[config.mk]
export PLATFORM = sky130hd
export DESIGN_NAME = vga_timing_controller
export DESIGN_NICKNAME = d
export VERILOG_FILES = /design/src/rtl/vga_timing_pkg.sv /design/src/rtl/vga_axis_fsm.sv /design/src/rtl/vga_timing_controller.sv
export SDC_FILE = /design/constraint.sdc
export NUM_CORES = 1
export LEC_CHECK = 0
export ABC_CLOCK_PERIOD_IN_PS = 10500
export BUFFER_PORTS_ARGS = -buffer_cell sky130_fd_sc_hd__buf_2
export CAP_MARGIN = 20
export CELL_PAD_IN_SITES_DETAIL_PLACEMENT = 1
export CELL_PAD_IN_SITES_GLOBAL_PLACEMENT = 1
export CORE_ASPECT_RATIO = 0.9
export CORE_MARGIN = 4
export CORE_UTILIZATION = 48
export DETAILED_ROUTE_END_ITERATION = 7
export PLACE_DENSITY_LB_ADDON = 0.1
export SYNTH_ARGS = -nofsm -noshare
export SYNTH_HDL_FRONTEND = slang
export SYNTH_SLANG_ARGS = --single-unit
[constraint.sdc]
create_clock -name clk_25MHz -period 10.5 [get_ports clk_25MHz]
set_input_delay 0 -clock clk_25MHz [delete_from_list [all_inputs] [get_ports clk_25MHz]]
set_output_delay 0 -clock clk_25MHz [all_outputs]
set_load 0.1 [all_outputs]
[src/rtl/vga_timing_pkg.sv]
// rtl/vga_timing_pkg.sv - shared VGA timing types, 640x480 defaults and config helpers
package vga_timing_pkg;

  localparam int CW = 12;

  localparam int H_ACT_DEF  = 640;
  localparam int H_FP_DEF   = 16;
  localparam int H_SYNC_DEF = 96;
  localparam int H_BP_DEF   = 48;
  localparam int V_ACT_DEF  = 480;
  localparam int V_FP_DEF   = 10;
  localparam int V_SYNC_DEF = 2;
  localparam int V_BP_DEF   = 33;

  typedef enum logic [1:0] {PH_ACTIVE, PH_FRONT, PH_SYNC, PH_BACK} phase_t;

  typedef struct packed {
    logic [CW-1:0] act;
    logic [CW-1:0] fp;
    logic [CW-1:0] sync;
    logic [CW-1:0] bp;
  } timing_t;

  // Two guard bits so an oversized config is detected instead of wrapping.
  function automatic logic [CW+1:0] timing_sum(input timing_t t);
    return {2'b00, t.act} + {2'b00, t.fp} + {2'b00, t.sync} + {2'b00, t.bp};
  endfunction

  function automatic timing_t fix_zero(input timing_t t);
    timing_t r;
    r = t;
    if (r.act == '0) r.act = CW'(1);
    if (r.sync == '0) r.sync = CW'(1);
    return r;
  endfunction

endpackage

[src/rtl/vga_axis_fsm.sv]
// rtl/vga_axis_fsm.sv - one axis of the timing generator: counter, phase FSM, phase-remaining count
module vga_axis_fsm
  import vga_timing_pkg::*;
#(
  parameter logic [CW-1:0] RST_ACT = CW'(H_ACT_DEF)
) (
  input  logic          clk,
  input  logic          rst_n,
  input  logic          step,
  input  timing_t       timing,
  input  timing_t       timing_next,
  output logic [CW-1:0] count,
  output logic [CW-1:0] nxt_count,
  output phase_t        nxt_phase,
  output logic          wrap
);

  phase_t        phase;
  logic [CW-1:0] rem;
  logic [CW-1:0] nxt_rem;
  logic [CW-1:0] last;

  assign last = CW'(timing_sum(timing) - 1);
  assign wrap = step && (count == last);

  // rem counts the cycles left in the current phase minus one.
  always_comb begin
    nxt_count = count;
    nxt_phase = phase;
    nxt_rem   = rem;
    if (wrap) begin
      nxt_count = '0;
      nxt_phase = PH_ACTIVE;
      nxt_rem   = timing_next.act - 1'b1;
    end else if (step) begin
      nxt_count = count + 1'b1;
      if (rem != '0) begin
        nxt_rem = rem - 1'b1;
      end else begin
        unique case (phase)
          PH_ACTIVE: begin
            if (timing.fp != '0) begin
              nxt_phase = PH_FRONT;
              nxt_rem   = timing.fp - 1'b1;
            end else begin
              nxt_phase = PH_SYNC;
              nxt_rem   = timing.sync - 1'b1;
            end
          end
          PH_FRONT: begin
            nxt_phase = PH_SYNC;
            nxt_rem   = timing.sync - 1'b1;
          end
          PH_SYNC: begin
            if (timing.bp != '0) begin
              nxt_phase = PH_BACK;
              nxt_rem   = timing.bp - 1'b1;
            end else begin
              nxt_phase = PH_ACTIVE;
              nxt_rem   = timing.act - 1'b1;
            end
          end
          PH_BACK: begin
            nxt_phase = PH_ACTIVE;
            nxt_rem   = timing.act - 1'b1;
          end
        endcase
      end
    end
  end

  always_ff @(posedge clk or negedge rst_n) begin
    if (!rst_n) begin
      count <= '0;
      phase <= PH_ACTIVE;
      rem   <= RST_ACT - 1'b1;
    end else begin
      count <= nxt_count;
      phase <= nxt_phase;
      rem   <= nxt_rem;
    end
  end

endmodule

[src/rtl/vga_timing_controller.sv]
// rtl/vga_timing_controller.sv - VGA sync/timing generator with frame-boundary reconfiguration
// Optional per-axis sync polarity inputs are enabled by defining VGA_TIMING_SYNC_POL_EN.
module vga_timing_controller
  import vga_timing_pkg::*;
#(
  parameter int H_ACT  = H_ACT_DEF,
  parameter int H_FP   = H_FP_DEF,
  parameter int H_SYNC = H_SYNC_DEF,
  parameter int H_BP   = H_BP_DEF,
  parameter int V_ACT  = V_ACT_DEF,
  parameter int V_FP   = V_FP_DEF,
  parameter int V_SYNC = V_SYNC_DEF,
  parameter int V_BP   = V_BP_DEF
) (
  input  logic          clk_25MHz,
  input  logic          rst_n,
  input  logic          cfg_valid,
  output logic          cfg_ready,
  input  logic [CW-1:0] cfg_h_act,
  input  logic [CW-1:0] cfg_h_fp,
  input  logic [CW-1:0] cfg_h_sync,
  input  logic [CW-1:0] cfg_h_bp,
  input  logic [CW-1:0] cfg_v_act,
  input  logic [CW-1:0] cfg_v_fp,
  input  logic [CW-1:0] cfg_v_sync,
  input  logic [CW-1:0] cfg_v_bp,
`ifdef VGA_TIMING_SYNC_POL_EN
  input  logic          cfg_hpol,
  input  logic          cfg_vpol,
`endif
  output logic          hsync,
  output logic          vsync,
  output logic          video_on,
  output logic [CW-1:0] pixel_x,
  output logic [CW-1:0] pixel_y,
  output logic [CW-1:0] h_count,
  output logic [CW-1:0] v_count,
  output logic          line_end,
  output logic          frame_start
);

  localparam timing_t H_DEF = '{act: CW'(H_ACT), fp: CW'(H_FP), sync: CW'(H_SYNC), bp: CW'(H_BP)};
  localparam timing_t V_DEF = '{act: CW'(V_ACT), fp: CW'(V_FP), sync: CW'(V_SYNC), bp: CW'(V_BP)};
  localparam logic [CW+1:0] SUM_MAX = {2'b00, {CW{1'b1}}};

  timing_t       h_tim, v_tim, h_pend, v_pend, h_next, v_next, h_fix, v_fix;
  logic          take, apply, h_wrap, v_wrap, vid_next, h_pol_next, v_pol_next;
  logic [CW-1:0] nxt_h, nxt_v;
  phase_t        nxt_hph, nxt_vph;

  assign h_fix    = fix_zero(timing_t'({cfg_h_act, cfg_h_fp, cfg_h_sync, cfg_h_bp}));
  assign v_fix    = fix_zero(timing_t'({cfg_v_act, cfg_v_fp, cfg_v_sync, cfg_v_bp}));
  assign take     = cfg_valid && cfg_ready &&
                    (timing_sum(h_fix) <= SUM_MAX) && (timing_sum(v_fix) <= SUM_MAX);
  // The last cycle of the frame is the only point where new timing may take effect.
  assign apply    = !cfg_ready && v_wrap;
  assign h_next   = apply ? h_pend : h_tim;
  assign v_next   = apply ? v_pend : v_tim;
  assign vid_next = (nxt_hph == PH_ACTIVE) && (nxt_vph == PH_ACTIVE);

  vga_axis_fsm #(.RST_ACT(H_DEF.act)) u_h_axis (
    .clk         (clk_25MHz),
    .rst_n       (rst_n),
    .step        (1'b1),
    .timing      (h_tim),
    .timing_next (h_next),
    .count       (h_count),
    .nxt_count   (nxt_h),
    .nxt_phase   (nxt_hph),
    .wrap        (h_wrap)
  );

  vga_axis_fsm #(.RST_ACT(V_DEF.act)) u_v_axis (
    .clk         (clk_25MHz),
    .rst_n       (rst_n),
    .step        (h_wrap),
    .timing      (v_tim),
    .timing_next (v_next),
    .count       (v_count),
    .nxt_count   (nxt_v),
    .nxt_phase   (nxt_vph),
    .wrap        (v_wrap)
  );

`ifdef VGA_TIMING_SYNC_POL_EN
  logic h_pol, v_pol, h_pol_pend, v_pol_pend;

  always_ff @(posedge clk_25MHz or negedge rst_n) begin
    if (!rst_n) begin
      h_pol      <= 1'b0;
      v_pol      <= 1'b0;
      h_pol_pend <= 1'b0;
      v_pol_pend <= 1'b0;
    end else if (apply) begin
      h_pol <= h_pol_pend;
      v_pol <= v_pol_pend;
    end else if (take) begin
      h_pol_pend <= cfg_hpol;
      v_pol_pend <= cfg_vpol;
    end
  end

  assign h_pol_next = apply ? h_pol_pend : h_pol;
  assign v_pol_next = apply ? v_pol_pend : v_pol;
`else
  assign h_pol_next = 1'b0;
  assign v_pol_next = 1'b0;
`endif

  always_ff @(posedge clk_25MHz or negedge rst_n) begin
    if (!rst_n) begin
      h_tim     <= H_DEF;
      v_tim     <= V_DEF;
      h_pend    <= H_DEF;
      v_pend    <= V_DEF;
      cfg_ready <= 1'b1;
    end else if (apply) begin
      h_tim     <= h_pend;
      v_tim     <= v_pend;
      cfg_ready <= 1'b1;
    end else if (take) begin
      h_pend    <= h_fix;
      v_pend    <= v_fix;
      cfg_ready <= 1'b0;
    end
  end

  // Outputs are computed from next-state so they line up with the counters.
  always_ff @(posedge clk_25MHz or negedge rst_n) begin
    if (!rst_n) begin
      hsync       <= 1'b1;
      vsync       <= 1'b1;
      video_on    <= 1'b0;
      line_end    <= 1'b0;
      frame_start <= 1'b1;
      pixel_x     <= '0;
      pixel_y     <= '0;
    end else begin
      hsync       <= (nxt_hph == PH_SYNC) == h_pol_next;
      vsync       <= (nxt_vph == PH_SYNC) == v_pol_next;
      video_on    <= vid_next;
      line_end    <= nxt_h == CW'(timing_sum(h_next) - 1);
      frame_start <= (nxt_h == '0) && (nxt_v == '0);
      pixel_x     <= vid_next ? nxt_h : '0;
      pixel_y     <= vid_next ? nxt_v : '0;
    end
  end

endmodule

==> results.cfg <==
[worst_setup_path]
crit_top_cell = fa_1
worstPathMaxFanout = 36
worst_setup_path_end_kind = register
cp_slowest_stage_delay_ps = 810
cp_data_arrival_time_ps = 9930
rr_endpoint = line_end
cp-start-kind = register
criticalPathCategory = reg -> reg
critPathRequiredTime_ps = 11010
ff2ff_path_depth = 33
r2r_slack_ps = 1080
reg2reg_from = v_tim[13]
slowest_stage = or3_2

[min_path]
min_path_type = in -> async

[global_routing]
grt.total_usage_pct = 30.56
grt_max_degree = 89
gr-total-overflow = 0
grt_pass1_wl_um = 107100
antenna_found_initial = 2
grt_pass1_vias = 17581

[logic_synthesis]
syn_area_per_cell_um2 = 9.569
syn_inst = 2071
synth_ff_type = dfrtp_1
synth_edf_count = 0
synth-seq-area-share_pct = 34.93
ys_types = 77
syn-num-nets = 2390
synth-seq-cells = 274
async_flop_share_pct = 100.0
yosys_warnings = 0
synth_area_mm2 = 0.01982

[final_layout]
fin_nets = 2578
nFillCells = 4597
area_delta_synth_final_pct = 16.06
final_util_pct = 56.48
regArea_mm2 = 0.006922
drive_above_1_share_pct = 18.08
final_cell_mix = 270 x nand2_1, 222 x dfrtp_1, 183 x inv_1
final_common_cell = nand2_1
multiInputGateArea_mm2 = 0.01173

[flow_run]
maxCapViolations = 0

[floorplanning]
start_util_pct = 48.66
pin_count = 153
rows = 70
die_h_um = 200.8
die_w_um = 222.2
die_area_mm2 = 0.04461
core_mm2 = 0.04073

[clocking]
cts_max_level = 1
path_clk_slew_ps = 70
clockBufferDepth = 3
cts_tree = done
cts_sinks = 274
numCtsBuffers = 31
cts_root_buf = clkbuf_16
clock_latency_ps = 590

[sta]
timing.fmax_ghz = 0.1062
fin_crit_sh_pct = 89.67
period_needed_ps = 9415
max-slew-margin-rel_pct = 24.79
tns_ps = 0
clock_skew_ps = 26.12
rsz0062_at_grt = false
drv_slew = 0
setup_viol = 0
finalHoldViolations = 0
tightest_slew_ps = 1128

[power_and_ir_drop]
p_leak_nw = 11.02
power.density_mw_per_mm2 = 108.9
peakVddDrop_uv = 129.8

[route]
vias = 16381
drt_first_pass_iters = 7
final_antenna_net_count = 0
routedWlPerCell_um = 24.37
viasPerCell = 5.799
drt-total-wl_um = 68840
drtIter0Drc = 1393
drc_errors = 0

[placed_design]
dpl.hpwl_um = 49270
io_buffers = 152
gp_congestion = 0.8908

[outcome]
run_status = complete, no violations
## worst max-delay path, delay by kind of cell, from the launching register on
kind,cells,cell delay (ps)
buffers and inverters,5,650
multiplexers,2,460
AO/OA/AOI/OAI,9,1680
flip-flops,1,570
XOR/XNOR,1,220
AND/OR/NAND/NOR,7,2260
adder cells (fa/ha/maj),9,3500
## sequential cells by signal (all words and copies together) (netlist names)
register,count
cfg_ready,1
frame_start,1
h_pend,48
h_tim,48
hsync,1
line_end,1
pixel_x,12
pixel_y,12
u_h_axis.count,12
u_h_axis.phase,2
u_h_axis.rem,12
u_v_axis.count,12
u_v_axis.phase,2
u_v_axis.rem,12
v_pend,48
v_tim,48
video_on,1
vsync,1
## per-stage QoR
stage | setup WS, ps | hold slack [ps] | instance area [um^2] | power [mW] | instances
after global routing | 504.7 | 69.54 | 23000 | 2.595 | 2825
after global placement | 1385 | 58.69 | 20940 | 1.279 | 2669
after floorplan | 2000 | -295.6 | 19820 | 1.196 | 2071
final | 1085 | 22.90 | 23000 | 2.505 | 2825
after CTS | 1058 | 39.57 | 23000 | 2.493 | 2824
after detailed placement | 1157 | 66.63 | 20940 | 1.294 | 2669
## cell type report
| class | instances | area share [%] |
|---|---|---|
| multi-input combinational | 1499 | 51.01 |
| sequential | 274 | 30.09 |
| timing repair buffer | 268 | 8.192 |
| clock buffer | 39 | 3.721 |
| inverter | 185 | 3.019 |
| tap | 540 | 2.937 |
| clock inverter | 19 | 1.017 |
| antenna | 1 | 0.01088 |
## cells by family (layout without fill, tap and decap cells)
kind of cell / after synthesis / in the layout / synth area share (%)
AO/OA/AOI/OAI: 346 / 346 / 10.71
AND/OR/NAND/NOR: 624 / 624 / 14.81
buffers and inverters: 298 / 511 / 5.985
adder cells (fa/ha/maj): 220 / 220 / 18.09
flip-flops: 274 / 274 / 34.93
XOR/XNOR: 178 / 178 / 7.867
multiplexers: 131 / 131 / 7.608
other: 0 / 1 / 0
## routing by layer
| layer | global-route usage (%) | wire, um | vias up |
|---|---|---|---|
| li1 | - | - | 7384 |
| met1 | 45.13 | 31980 | 8352 |
| met5 | 0 | 13 | - |
| met4 | 7.331 | 1816 | 2 |
| met2 | 46.82 | 30430 | 524 |
| met3 | 5.937 | 4592 | 119 |
## cell usage after synthesis, types with 8 or more instances
cell type | n | area share [%]
o31ai_1 | 12 | 0.45
xnor2_1 | 124 | 5.5
and3_1 | 14 | 0.44
a21oi_1 | 82 | 2.1
ha_1 | 109 | 6.9
or3_1 | 17 | 0.54
mux2i_2 | 12 | 0.83
xor2_1 | 54 | 2.4
nand4_1 | 15 | 0.47
o22ai_1 | 9 | 0.28
inv_1 | 183 | 3.5
buf_2 | 15 | 0.38
a211oi_1 | 25 | 0.95
nor2b_1 | 22 | 0.69
fa_1 | 111 | 11
a21o_1 | 14 | 0.53
nor4_1 | 24 | 0.76
dfstp_2 | 52 | 6.9
o21a_1 | 10 | 0.38
mux2i_1 | 19 | 0.96
nor3_1 | 63 | 1.6
clkbuf_1 | 90 | 1.7
a31oi_1 | 8 | 0.25
nand3_1 | 36 | 0.91
nand2b_1 | 13 | 0.41
or4_1 | 9 | 0.34
mux2_2 | 97 | 5.5
nor2_1 | 106 | 2.0
dfrtp_1 | 222 | 28
o211ai_1 | 16 | 0.61
o21ai_1 | 12 | 0.30
nor3b_1 | 8 | 0.30
o21ai_0 | 110 | 2.8
nand2_1 | 270 | 5.1
## power by group
part	internal (mW)	switching (mW)	leakage (nW)
combinational	0.119	0.157	6.90
clock	0.681	0.492	0.525
sequential	1.06	0	3.60
## what timing repair did
action,CTS,global route
setup buffers,0,0
gates resized for setup,0,0
hold buffers,97,0
endpoints found under the hold margin,183,0
## worst max-delay path by stage
stage	from	end	slack [ps]	depth (start not counted)
floorplan	v_tim[13]	line_end	2000	38
global placement	v_tim[13]	line_end	1380	33
detailed placement	v_tim[13]	line_end	1160	33
CTS	v_tim[13]	line_end	1060	33
global route	v_tim[13]	line_end	500	33
finish	v_tim[13]	line_end	1080	33
No activity file was read; power rests on OpenSTA's default activity.
